--- src/rtl/bin2bcd_seq.sv ---
// bin2bcd_seq: sequential 14-bit binary to 4-digit packed BCD converter.
// Double-dabble with one shift per cycle. Inputs above 9999 saturate
// the display value to 9999 and raise ovf.

// One BCD digit of the double-dabble correction: add 3 when digit >= 5.
module bin2bcd_seq_dab (
   input  logic [3:0] dig_i,
   output logic [3:0] dig_o
);
   assign dig_o = (dig_i >= 4'd5) ? dig_i + 4'd3 : dig_i;
endmodule

module bin2bcd_seq #(
   parameter int BIN_W = 14
) (
   input  logic             clk,
   input  logic             rst_n,
   input  logic             start,
   input  logic [BIN_W-1:0] bin,
   output logic             busy,
   output logic             done,
   output logic [15:0]      bcd,
   output logic             ovf
);
   // Five scratch digits: 14 bits reach 16383, so a fifth digit is
   // needed to hold the intermediate value even though only four are shown.
   localparam int DIG   = 5;
   localparam int SCR_W = DIG*4;
   localparam logic [3:0]       LAST_CNT = 4'(BIN_W-1);
   localparam logic [BIN_W-1:0] MAX_DEC  = BIN_W'(9999);

   typedef enum logic {IDLE, SHIFT} state_t;

   state_t               state_q;
   logic [BIN_W-1:0]     shift_q, shift_d;
   logic [DIG-1:0][3:0]  scr_q, scr_adj;
   logic [SCR_W-1:0]     scr_d;
   logic [SCR_W:0]       shl;
   logic [3:0]           cnt_q;
   logic                 ovf_pend_q;
   logic                 busy_q, done_q, ovf_q;
   logic [15:0]          bcd_q;
   logic                 unused_shl_msb;

   // Per-digit add-3 correction, all digits in parallel.
   for (genvar g = 0; g < DIG; g++) begin : g_dab
      bin2bcd_seq_dab u_dab (
         .dig_i (scr_q[g]),
         .dig_o (scr_adj[g])
      );
   end

   // Shift {scratch, shift_reg} left one bit after correction. The bit
   // shifted out of the scratch top is always zero for 14-bit inputs.
   assign shl            = {scr_adj, shift_q[BIN_W-1]};
   assign scr_d          = shl[SCR_W-1:0];
   assign shift_d        = {shift_q[BIN_W-2:0], 1'b0};
   assign unused_shl_msb = shl[SCR_W];

   // Control FSM with registered outputs; done is a one-cycle pulse.
   always_ff @(posedge clk or negedge rst_n) begin
      if (!rst_n) begin
         state_q    <= IDLE;
         shift_q    <= '0;
         scr_q      <= '0;
         cnt_q      <= '0;
         ovf_pend_q <= 1'b0;
         busy_q     <= 1'b0;
         done_q     <= 1'b0;
         bcd_q      <= '0;
         ovf_q      <= 1'b0;
      end else begin
         done_q <= 1'b0;
         case (state_q)
            IDLE: begin
               if (start) begin
                  shift_q    <= bin;
                  scr_q      <= '0;
                  cnt_q      <= '0;
                  ovf_pend_q <= (bin > MAX_DEC);
                  busy_q     <= 1'b1;
                  state_q    <= SHIFT;
               end
            end
            SHIFT: begin
               shift_q <= shift_d;
               scr_q   <= scr_d;
               cnt_q   <= cnt_q + 4'd1;
               if (cnt_q == LAST_CNT) begin
                  bcd_q   <= ovf_pend_q ? 16'h9999 : scr_d[15:0];
                  ovf_q   <= ovf_pend_q;
                  done_q  <= 1'b1;
                  busy_q  <= 1'b0;
                  state_q <= IDLE;
               end
            end
            default: begin
               state_q <= IDLE;
               busy_q  <= 1'b0;
            end
         endcase
      end
   end

   assign busy = busy_q;
   assign done = done_q;
   assign bcd  = bcd_q;
   assign ovf  = ovf_q;

endmodule

--- config.mk ---
export PLATFORM = sky130hd
export DESIGN_NAME = bin2bcd_seq
export DESIGN_NICKNAME = d
export VERILOG_FILES = /design/src/rtl/bin2bcd_seq.sv
export SDC_FILE = /design/constraint.sdc
export NUM_CORES = 1
export LEC_CHECK = 0
export ABC_AREA = 1
export BUFFER_PORTS_ARGS = -buffer_cell sky130_fd_sc_hd__clkbuf_2
export CORE_ASPECT_RATIO = 0.75
export CORE_UTILIZATION = 54
export CTS_CLUSTER_SIZE = 28
export DETAILED_ROUTE_END_ITERATION = 6
export MAX_ROUTING_LAYER = met4
export PLACE_DENSITY = 0.86
export SLEW_MARGIN = 30
export SYNTH_ARGS = -nofsm -noshare
export SYNTH_HDL_FRONTEND = slang
export SYNTH_SLANG_ARGS = --single-unit
--- constraint.sdc ---
create_clock -name clk -period 1.8 [get_ports clk]
set_input_delay 0.27 -clock clk [delete_from_list [all_inputs] [get_ports clk]]
set_output_delay 0.27 -clock clk [all_outputs]
set_load 0.01 [all_outputs]
==> results.md, run 1 <==
- Outcome: finished, final reports clean
- Worst-Margin Slew: 600 ps
- Largest net degree at the start of global routing: 25
- Filler instances: 387
- Most frequent cells in the layout: 94 x nand2_1, 55 x dfrtp_1, 37 x inv_1, 35 x clkbuf_2, 33 x nand3_1
- Tot Pwr: 0.00545 W
- Area of the multi-input gates: 1080 sq um
- Port Buffers: 35
- Die area: 5250 sq um
- Routed wire length: 5690 um
- Final worst path period need: 1530 ps
- Gr usage total: 24.2%
- Routability congestion estimate: 0.841
- EDFF count, synth: 0
- Ys flop type: dfrtp_1
- Die Span X: 83.3 um
- # IOs: 36
- Final hold violation count: 0
- Lkg Pwr: 1.61 nW
- Clk buf depth: 2
- Critical path peak fanout: 5
- Sequential area share after synthesis: 51.4%
- TNS Setup: 0 ps
- Most common cell after layout, fill and taps aside: nand2_1
- Post-Synthesis Cells: 315
- Slew Limit Fails: 0
- H-tree depth: 2
- Critical path capture point type: flip-flop
- Starting density of the core: 58.2%
- RSZ-0062 raised after global routing: no
- IR drop worst, VDD: 0.000947 V
- Clock skew: 12.5 ps
- Postcts setup bufs: 0
- DP Wirelength: 4110 um
- Mapped Area: 2680 sq um
- Worst Hold Launch: bin[0]
- Final critical-path share of the clock period: 85.1%
- Area Overhead vs Synth: 13.7%
- Worst R2R Path Depth: 7
- Worst Path Arrival: 1740 ps
- Nets: 383
- Cell Rows: 21
- Max-cap check violation count: 0
- Post-route DRC: 0
- Synthesized area per cell: 8.50 sq um
- Overflow after GRT: 0
- Clk slew on worst S/H paths: 110 ps
- Skew-Pair Late Insertion Delay: 310 ps
- CTS Buf Count: 5
- Pre-antenna DRT Iters: 4
- CP required: 2010 ps
- CTS tree: built
- Fmax: 653 MHz
- Worst R2R Start: scr_q[8]
- Syn. warnings: 0
- # clock sinks: 55
- Critical path class: flip-flop to flip-flop
- DRC marker count from the first detailed-route iteration: 145
- Register area: 1380 sq um
- Hold Path Sink: shift_q[0]
- CP Launch Type: flip-flop
- Flops & latches, synth: 55
- Rel. slew slack: 60.0%
- Setup ws final: 269 ps
- Initial antenna violation count: 0
- Pre-CTS WS: 260 ps
- Mapped Nets: 342
- Vias in the first global route: 2244
- Root Driver: clkbuf_8
- Global-route wire length before repair: 9890 um
- Hold Path Class: input pin to flip-flop
- Hold path depth: 3
- Reg2reg end: bcd[9]
- Vias per inst: 5.41
- Final ANT Viol Nets: 0
- Cell variety after synth: 26
- Detailed-route via count: 2239
- Height of the die: 63.0 um
- Layout cells sized above 1: 17.1%
- Ant. Diodes: 0
- Wire per inst: 13.7 um
- Pwr Density: 1790 nW/um^2
- Core ar.: 4600 sq um
- Setup violators final: 0
- Synth async-reset ratio: 100%
- Reg2Reg Setup Slack: 270 ps
-- state kept, by name (all words and copies together) (netlist names) --
name / flops
bcd: 16
busy: 1
cnt_q: 4
done: 1
ovf: 1
ovf_pend_q: 1
scr_q: 16
shift_q: 14
state_q: 1
-- critical path: stages, from the launching register on --
cell	delay [ps]
dfrtp_1	450
inv_1	110
ha_1	170
inv_1	70
o21ai_1	250
nand3_1	190
nand3_1	130
nand2_1	50
-- through the flow --
step           cells  area [sq um]  utilization, %  hold WS (ps)
2_1_floorplan    315          2680               -         -25.6
3_3_place_gp     405          2920            63.5           291
3_5_place_dp     405          2920            63.5           295
4_1_cts          414          3050            66.2           155
5_1_grt          414          3050            66.2           189
6_report         414          3050            66.2           163
-- cells in the mapped netlist, drive strengths merged, types with 2 or more instances --
library cell,count,area (sq um)
ha,10,125
nand3,33,165
or2,4,25.0
inv,41,159
o21ai,17,85.1
nand2,98,397
nor2,21,95.1
nand4,2,12.5
dfrtp,55,1380
a21oi,8,40.0
o221ai,5,43.8
buf,7,58.8
o22ai,6,37.5
o211ai,5,37.5
-- report_power, final --
| group | total, W | switching [W] | internal [W] | leakage [nW] |
|---|---|---|---|---|
| clock | 0.000841 | 0.000419 | 0.000422 | 0.0587 |
| sequential | 0.00218 | 0.000384 | 0.00179 | 0.677 |
| combinational | 0.00243 | 0.00153 | 0.000905 | 0.875 |
-- metal layers --
layer	wire, um	vias up	track usage (%)	part of all wire, %
met2	2610	46	37.1	46
li1	-	1102	-	-
met5	0	-	-	0
met4	102	0	10.3	1.8
met1	2790	1080	32.4	49
met3	185	11	3.70	3.3
-- how the worst max path moves through the flow --
stage	start	slack [ps]	endpoint
final	scr_q[8]	270	bcd[9]
after detailed placement	scr_q[8]	260	bcd[9]
after floorplan	cnt_q[0]	400	bcd[12]
after global routing	scr_q[8]	80	bcd[9]
after CTS	scr_q[8]	150	bcd[9]
after global placement	cnt_q[0]	380	bcd[4]
-- layout make-up --
| class | count | area share, % |
|---|---|---|
| tap | 57 | 2.34 |
| clock buffer | 5 | 2.26 |
| multi-input combinational | 211 | 35.5 |
| inverter | 41 | 5.22 |
| clock inverter | 3 | 1.56 |
| timing repair buffer | 42 | 7.97 |
| sequential | 55 | 45.2 |
-- what timing repair did --
action                                  in CTS  in global routing
endpoints found under the setup margin       0                  4
hold buffers                                 1                  0
resized for setup                            0                  1
endpoints found under the hold margin       20                  0
-- cells by family after synthesis --
logic type | Yosys count | synth area share (%)
flip-flops | 55 | 51.4
AND/OR/NAND/NOR | 158 | 25.9
XOR/XNOR | 1 | 0.327
AO/OA/AOI/OAI | 42 | 9.39
adder cells (fa/ha/maj) | 10 | 4.67
buffers and inverters | 49 | 8.27
Power figures use the tool's default switching activity.
==> run 2: changes to the inputs <==
--- a/config.mk
+++ b/config.mk
@@ -13,6 +13,7 @@
 export DETAILED_ROUTE_END_ITERATION = 6
 export MAX_ROUTING_LAYER = met4
 export PLACE_DENSITY = 0.86
+export SETUP_SLACK_MARGIN = 0.4
 export SLEW_MARGIN = 30
 export SYNTH_ARGS = -nofsm -noshare
 export SYNTH_HDL_FRONTEND = slang
==> results.md, run 2 (synthesized netlist as in run 1, its figures left out) <==
- Outcome: finished, final reports clean
- Starting density of the core: 58.2% (unchanged)
- Routability congestion estimate: 0.841 (unchanged)
- Most frequent CP cell: inv_2
- Most frequent cells in the layout: 89 x nand2_1, 53 x dfrtp_1, 35 x clkbuf_2, 31 x inv_1, 29 x nand3_1
- IR drop worst, VDD: 0.000997 V (+5.3%)
- Reg power frac: 36.7% (-3.2 points)
- Rel. slew slack: 60.3% (+0.35 points)
- Vias in the first global route: 2323 (+3.5%)
- Skew-Pair Late Insertion Delay: 320 ps (about the same)
- Worst Path Arrival: 1600 ps (-140 ps)
- Critical path peak fanout: 7 (+2)
- Gr usage total: 25.1% (+0.87 points)
- Largest net degree at the start of global routing: 25 (unchanged)
- DP Wirelength: 4110 um (unchanged)
- TNS Setup: 0 ps (unchanged)
- Final critical-path share of the clock period: 77.1% (-8.0 points)
- Pre-antenna DRT Iters: 4 (unchanged)
- Critical path class: flip-flop to flip-flop
- Cell Rows: 21 (unchanged)
- Slowest stage delay, CP: 380 ps (-70 ps)
- Reg2Reg Setup Slack: 410 ps (+140 ps)
- Max-cap check violation count: 0 (unchanged)
- Power Internal: 0.00339 W (+8.7%)
- Filler instances: 350 (-9.6%)
- P_sw: 0.00259 W (+11%)
- CP required: 2020 ps (about the same)
- CTS Buf Count: 5 (unchanged)
- Most common cell after layout, fill and taps aside: nand2_1
- Pre-CTS WS: 260 ps (unchanged)
- Final worst path period need: 1390 ps (-144 ps)
- Final ANT Viol Nets: 0 (unchanged)
- Clock skew: 10.4 ps (-2.17 ps)
- Worst hold margin: 155 ps (-8.02 ps)
- Area Overhead vs Synth: 23.5%
- Clock network fraction of total power: 14.3% (-1.1 points)
- Core ar.: 4600 sq um (unchanged)
- Sw frac: 43.3% (+0.53 points)
- Fmax: 721 MHz (+10%)
- Detailed-route via count: 2421 (+8.1%)
- Clk slew on worst S/H paths: 110 ps (about the same)
- Ant. Diodes: 0 (unchanged)
- RSZ-0062 raised after global routing: yes
- Setup ws final: 413 ps (+144 ps)
- Die Span X: 83.3 um (unchanged)
- Worst path cell trace: inv_2, ha_4, nand2_2, inv_2, nand2_8, clkinv_8, buf_6, buf_4, nor2_1, a21oi_1
- CP Launch Type: flip-flop
- # clock sinks: 55 (unchanged)
- Slew Limit Fails: 0 (unchanged)
- Pwr Density: 1810 nW/um^2 (+1.1%)
- DRC marker count from the first detailed-route iteration: 237 (+63%)
- Port Buffers: 35 (unchanged)
- Wire per inst: 14.8 um (+8.1%)
- Worst-Margin Slew: 595 ps (-5.18 ps)
- Routed wire length: 6440 um (+13%)
- CTS tree: built
- Global-route wire length before repair: 10200 um (+3.5%)
- # IOs: 36 (unchanged)
- Layout cells sized above 1: 27.9% (+11 points)
- Vias per inst: 5.58 (+3.1%)
- Setup violators final: 0 (unchanged)
- Hold Path Class: input pin to flip-flop
- Critical path capture point type: flip-flop
- Clk buf depth: 2 (unchanged)
- Die area: 5250 sq um (unchanged)
- Crit-path slowest cell: dfrtp_1
- Final core occ: 71.9% (+5.7 points)
- Lkg Pwr: 1.71 nW (+6.0%)
- Root Driver: clkbuf_8
- Post-route DRC: 0 (unchanged)
- Overflow after GRT: 0 (unchanged)
- Height of the die: 63.0 um (unchanged)
- Initial antenna violation count: 0 (unchanged)
- Combinational share of power: 49.1% (+4.5 points)
- Nets: 403 (+5.2%)
- Tot Pwr: 0.00598 W (+9.7%)
- H-tree depth: 2 (unchanged)
- Final hold violation count: 0 (unchanged)
[run 2: layout make-up]
class                   instances  area, sq um  area share (%)
multi-input cells             211         1160            35.2
repair inverters                1         7.51           0.227
well taps                      57         71.3            2.16
flip-flops and latches         55         1380            41.7
clock buffers                   5         68.8            2.08
clock inverters                 3         47.5            1.44
repair buffers                 61          393            11.9
inverters                      41          175            5.30
[run 2: power groups by stage]
stage                     sequential [W]  clock (W)  combinational [W]
after global routing             0.00226   0.000911            0.00329
after detailed placement         0.00219          0            0.00239
after CTS                        0.00216   0.000853            0.00253
final                            0.00219   0.000854            0.00293
after global placement           0.00218          0            0.00227
after floorplan                  0.00220          0            0.00167
[run 2: metrics by stage]
stage / std cells / area, sq um
after floorplan: 315 / 2680
after global placement: 405 / 2920
after detailed placement: 405 / 2920
after CTS: 422 / 3120
after global routing: 434 / 3310
final: 434 / 3310
[run 2: critical path: cells and delay by family (launching register included)]
| family | cells | cell delay (ps) |
|---|---|---|
| buffers and inverters | 5 | 450 |
| flip-flops | 1 | 380 |
| AND/OR/NAND/NOR | 3 | 260 |
| adder cells (fa/ha/maj) | 1 | 150 |
| AO/OA/AOI/OAI | 1 | 40 |
[run 2: final timing paths]
path	endpoint	from	depth (start not counted)
min in group asynchronous	shift_q[4]	rst_n	2
max in group asynchronous	bcd[15]	rst_n	3
max	bcd[15]	cnt_q[1]	10
min	shift_q[0]	bin[0]	3
max reg2reg	bcd[15]	cnt_q[1]	10
min reg2reg	bcd[6]	bcd[6]	2
[run 2: metal layers]
layer	global-route usage (%)	vias up	routed length, um	part of all wire (%)
met5	-	-	0	0
met4	10.6	0	112	1.7
met3	4.36	16	429	6.7
met2	39.3	95	3030	47
met1	32.5	1161	2880	45
li1	-	1149	-	-
[run 2: timing repair]
item | 4_1_cts | 5_1_grt
hold endpoints to repair | 20 | 0
endpoints found under the setup margin | 17 | 39
buffers inserted | 8 | 11
cloned | 0 | 1
gates resized for setup | 8 | 33
hold buffers | 1 | 0
pin swaps | 2 | 7
==> run 3: changes to the inputs <==
--- a/config.mk
+++ b/config.mk
@@ -8,7 +8,7 @@
 export ABC_AREA = 1
 export BUFFER_PORTS_ARGS = -buffer_cell sky130_fd_sc_hd__clkbuf_2
 export CORE_ASPECT_RATIO = 0.75
-export CORE_UTILIZATION = 54
+export CORE_UTILIZATION = 51
 export CTS_CLUSTER_SIZE = 28
 export DETAILED_ROUTE_END_ITERATION = 6
 export MAX_ROUTING_LAYER = met4
==> constraint.sdc (replaced) <==
create_clock -name clk -period 1.25 [get_ports clk]
set_input_delay 0.1875 -clock clk [delete_from_list [all_inputs] [get_ports clk]]
set_output_delay 0.1875 -clock clk [all_outputs]
set_load 0.01 [all_outputs]
==> results.md, run 3 (synthesized netlist as in run 1, its figures left out) <==
- Outcome: complete, but fails checks
- Failing checks: negative setup slack
- Power Internal: 0.00608 W (+79%)
- DP Wirelength: 4210 um (+2.4%)
- Overflow after GRT: 0 (unchanged)
- Ant. Diodes: 0 (unchanged)
- Critical path peak fanout: 9 (+2)
- Most frequent cells in the layout: 69 x nand2_1, 50 x dfrtp_1, 50 x buf_4, 25 x nand3_2, 22 x inv_1
- Slew Limit Fails: 0 (unchanged)
- Final worst path period need: 1350 ps (-34.6 ps)
- Global-route wire length before repair: 12500 um (+23%)
- Critical path class: flip-flop to flip-flop
- Pre-antenna DRT Iters: 4 (unchanged)
- Worst-Margin Slew: 424 ps (-172 ps)
- Final ANT Viol Nets: 0 (unchanged)
- Routability congestion estimate: 0.840 (-0.19%)
- Tot Pwr: 0.0111 W (+86%)
- Detailed-route via count: 2679 (+11%)
- Die Span X: 85.7 um (+2.8%)
- CTS Buf Count: 5 (unchanged)
- Cell Rows: 22 (+4.8%)
- Hold path depth: 3 (unchanged)
- Final instance area: 4080 sq um (+24%)
- Clk buf depth: 2 (unchanged)
- Reg2Reg Setup Slack: -100 ps (-520 ps)
- CTS tree: built
- Reg power frac: 29.1% (-7.6 points)
- Core ar.: 4980 sq um (+8.4%)
- RSZ-0062 raised after global routing: yes
- Clock network fraction of total power: 9.2% (-5.1 points)
- Starting density of the core: 53.7% (-4.5 points)
- Layout cells sized above 1: 52.8% (+25 points)
- Routed wire length: 8200 um (+27%)
- Wire per inst: 16.9 um (+14%)
- Clock skew: 11.7 ps (+1.35 ps)
- TNS Setup: -1420 ps (-1420 ps)
- Area Overhead vs Synth: 52.5%
- Nets: 439 (+8.9%)
- CP Launch Type: flip-flop
- # clock sinks: 55 (unchanged)
- Register area: 1380 sq um (+0.27%)
- Cell area after placement: 3270 sq um (+12%)
- Post-route DRC: 0 (unchanged)
- Most common cell after layout, fill and taps aside: nand2_1
- Gr usage total: 31.0% (+6.0 points)
- Max-cap check violation count: 0 (unchanged)
- Critical path capture point type: flip-flop
- P_sw: 0.00503 W (+95%)
- Filler instances: 276 (-21%)
- Lkg Pwr: 1.98 nW (+16%)
- Combinational share of power: 61.8% (+13 points)
- Vias per inst: 5.52 (-0.98%)
- Placed insts: 438 (+8.1%)
- Rel. slew slack: 71.7% (+11 points)
- Fmax: 739 MHz (+2.6%)
- Pre-CTS WS: -68.2 ps (-328 ps)
- Worst R2R Path Depth: 8 (-2)
- # IOs: 36 (unchanged)
- Area of the multi-input gates: 1600 sq um (+38%)
- Largest net degree at the start of global routing: 56 (+120%)
- Initial antenna violation count: 0 (unchanged)
- Port Buffers: 35 (unchanged)
- Die area: 5550 sq um (+5.7%)
- CP required: 1480 ps (-540 ps)
- H-tree depth: 2 (unchanged)
- IR drop worst, VDD: 0.00156 V (+57%)
- Setup ws final: -102 ps (-515 ps)
- Setup violators final: 23 (+23)
- Hold Path Class: input pin to flip-flop
- Skew-Pair Late Insertion Delay: 330 ps (about the same)
- Final hold violation count: 0 (unchanged)
- Height of the die: 64.8 um (+2.8%)
- Worst Path Arrival: 1580 ps (-20 ps)
- Final critical-path share of the clock period: 108% (+31 points)
- Sw frac: 45.3% (+2.0 points)
- Pwr Density: 2720 nW/um^2 (+51%)
- Final cell count without fillers: 485 (+12%)
- Vias in the first global route: 2609 (+12%)
- Root Driver: clkbuf_8
- Clk slew on worst S/H paths: 110 ps (about the same)
- DRC marker count from the first detailed-route iteration: 148 (-38%)
## run 3: changes by cell type in the layout (fill, tap and decap cells not counted), moves of 13 or more
cell	previous run	this run
nand3_2	4	25
nand3_1	29	7
o21ai_0	14	1
clkbuf_2	35	16
nand2_1	89	69
buf_4	22	50
buf_2	0	19
## run 3: metal layers
metal / global-route usage, % / wire length, um / part of all wire (%)
met4: 9.79 / 301 / 3.7
met3: 6.24 / 525 / 6.4
met1: 36.2 / 3180 / 39
met2: 54.5 / 4200 / 51
met5: - / 0 / 0
## run 3: final timing paths
check                         start          to
hold reg to reg              bcd[1]      bcd[1]
hold / removal               bin[0]  shift_q[0]
max in group asynchronous     rst_n    scr_q[6]
setup / recovery           cnt_q[0]      bcd[4]
setup reg to reg           cnt_q[0]      bcd[4]
min in group asynchronous     rst_n  shift_q[6]
## run 3: power groups by stage
stage	Combinational, W	Clock, W	Sequential [W]
2_1_floorplan	0.00291	0	0.00320
3_5_place_dp	0.00434	0	0.00313
6_report	0.00687	0.00102	0.00323
5_1_grt	0.00740	0.00109	0.00330
3_3_place_gp	0.00414	0	0.00311
4_1_cts	0.00577	0.000996	0.00318
## run 3: what timing repair did
action / CTS / global route
setup endpoints to repair: 74 / 74
setup buffers: 18 / 15
gates resized for setup: 71 / 51
hold endpoints to repair: 55 / 0
cloned: 5 / 0
pin swaps: 31 / 26
hold buffers: 1 / 0
## run 3: final cells by class
class | count | share of cell area [%]
Multi-Input combinational cell | 213 | 39.2
Inverter | 41 | 5.06
Clock buffer | 5 | 1.69
Sequential cell | 55 | 33.9
Timing Repair inverter | 2 | 0.368
Clock inverter | 3 | 0.460
Timing Repair Buffer | 94 | 17.2
Tap cell | 72 | 2.21
## run 3: per-stage QoR
stage / hold slack [ps] / utilization [%]
5_1_grt: 77.1 / 82.0
2_1_floorplan: -108 / -
4_1_cts: 82.8 / 77.5
3_3_place_gp: 206 / 65.6
3_5_place_dp: 206 / 65.6
6_report: 77.8 / 82.0
## run 3: critical path: stages, from the launching register on
cell,delay (ps)
dfrtp_1,430
ha_4,190
nand2_4,60
inv_4,40
nand2_8,80
inv_6,50
or2_2,280
nand2_2,70
inv_1,50
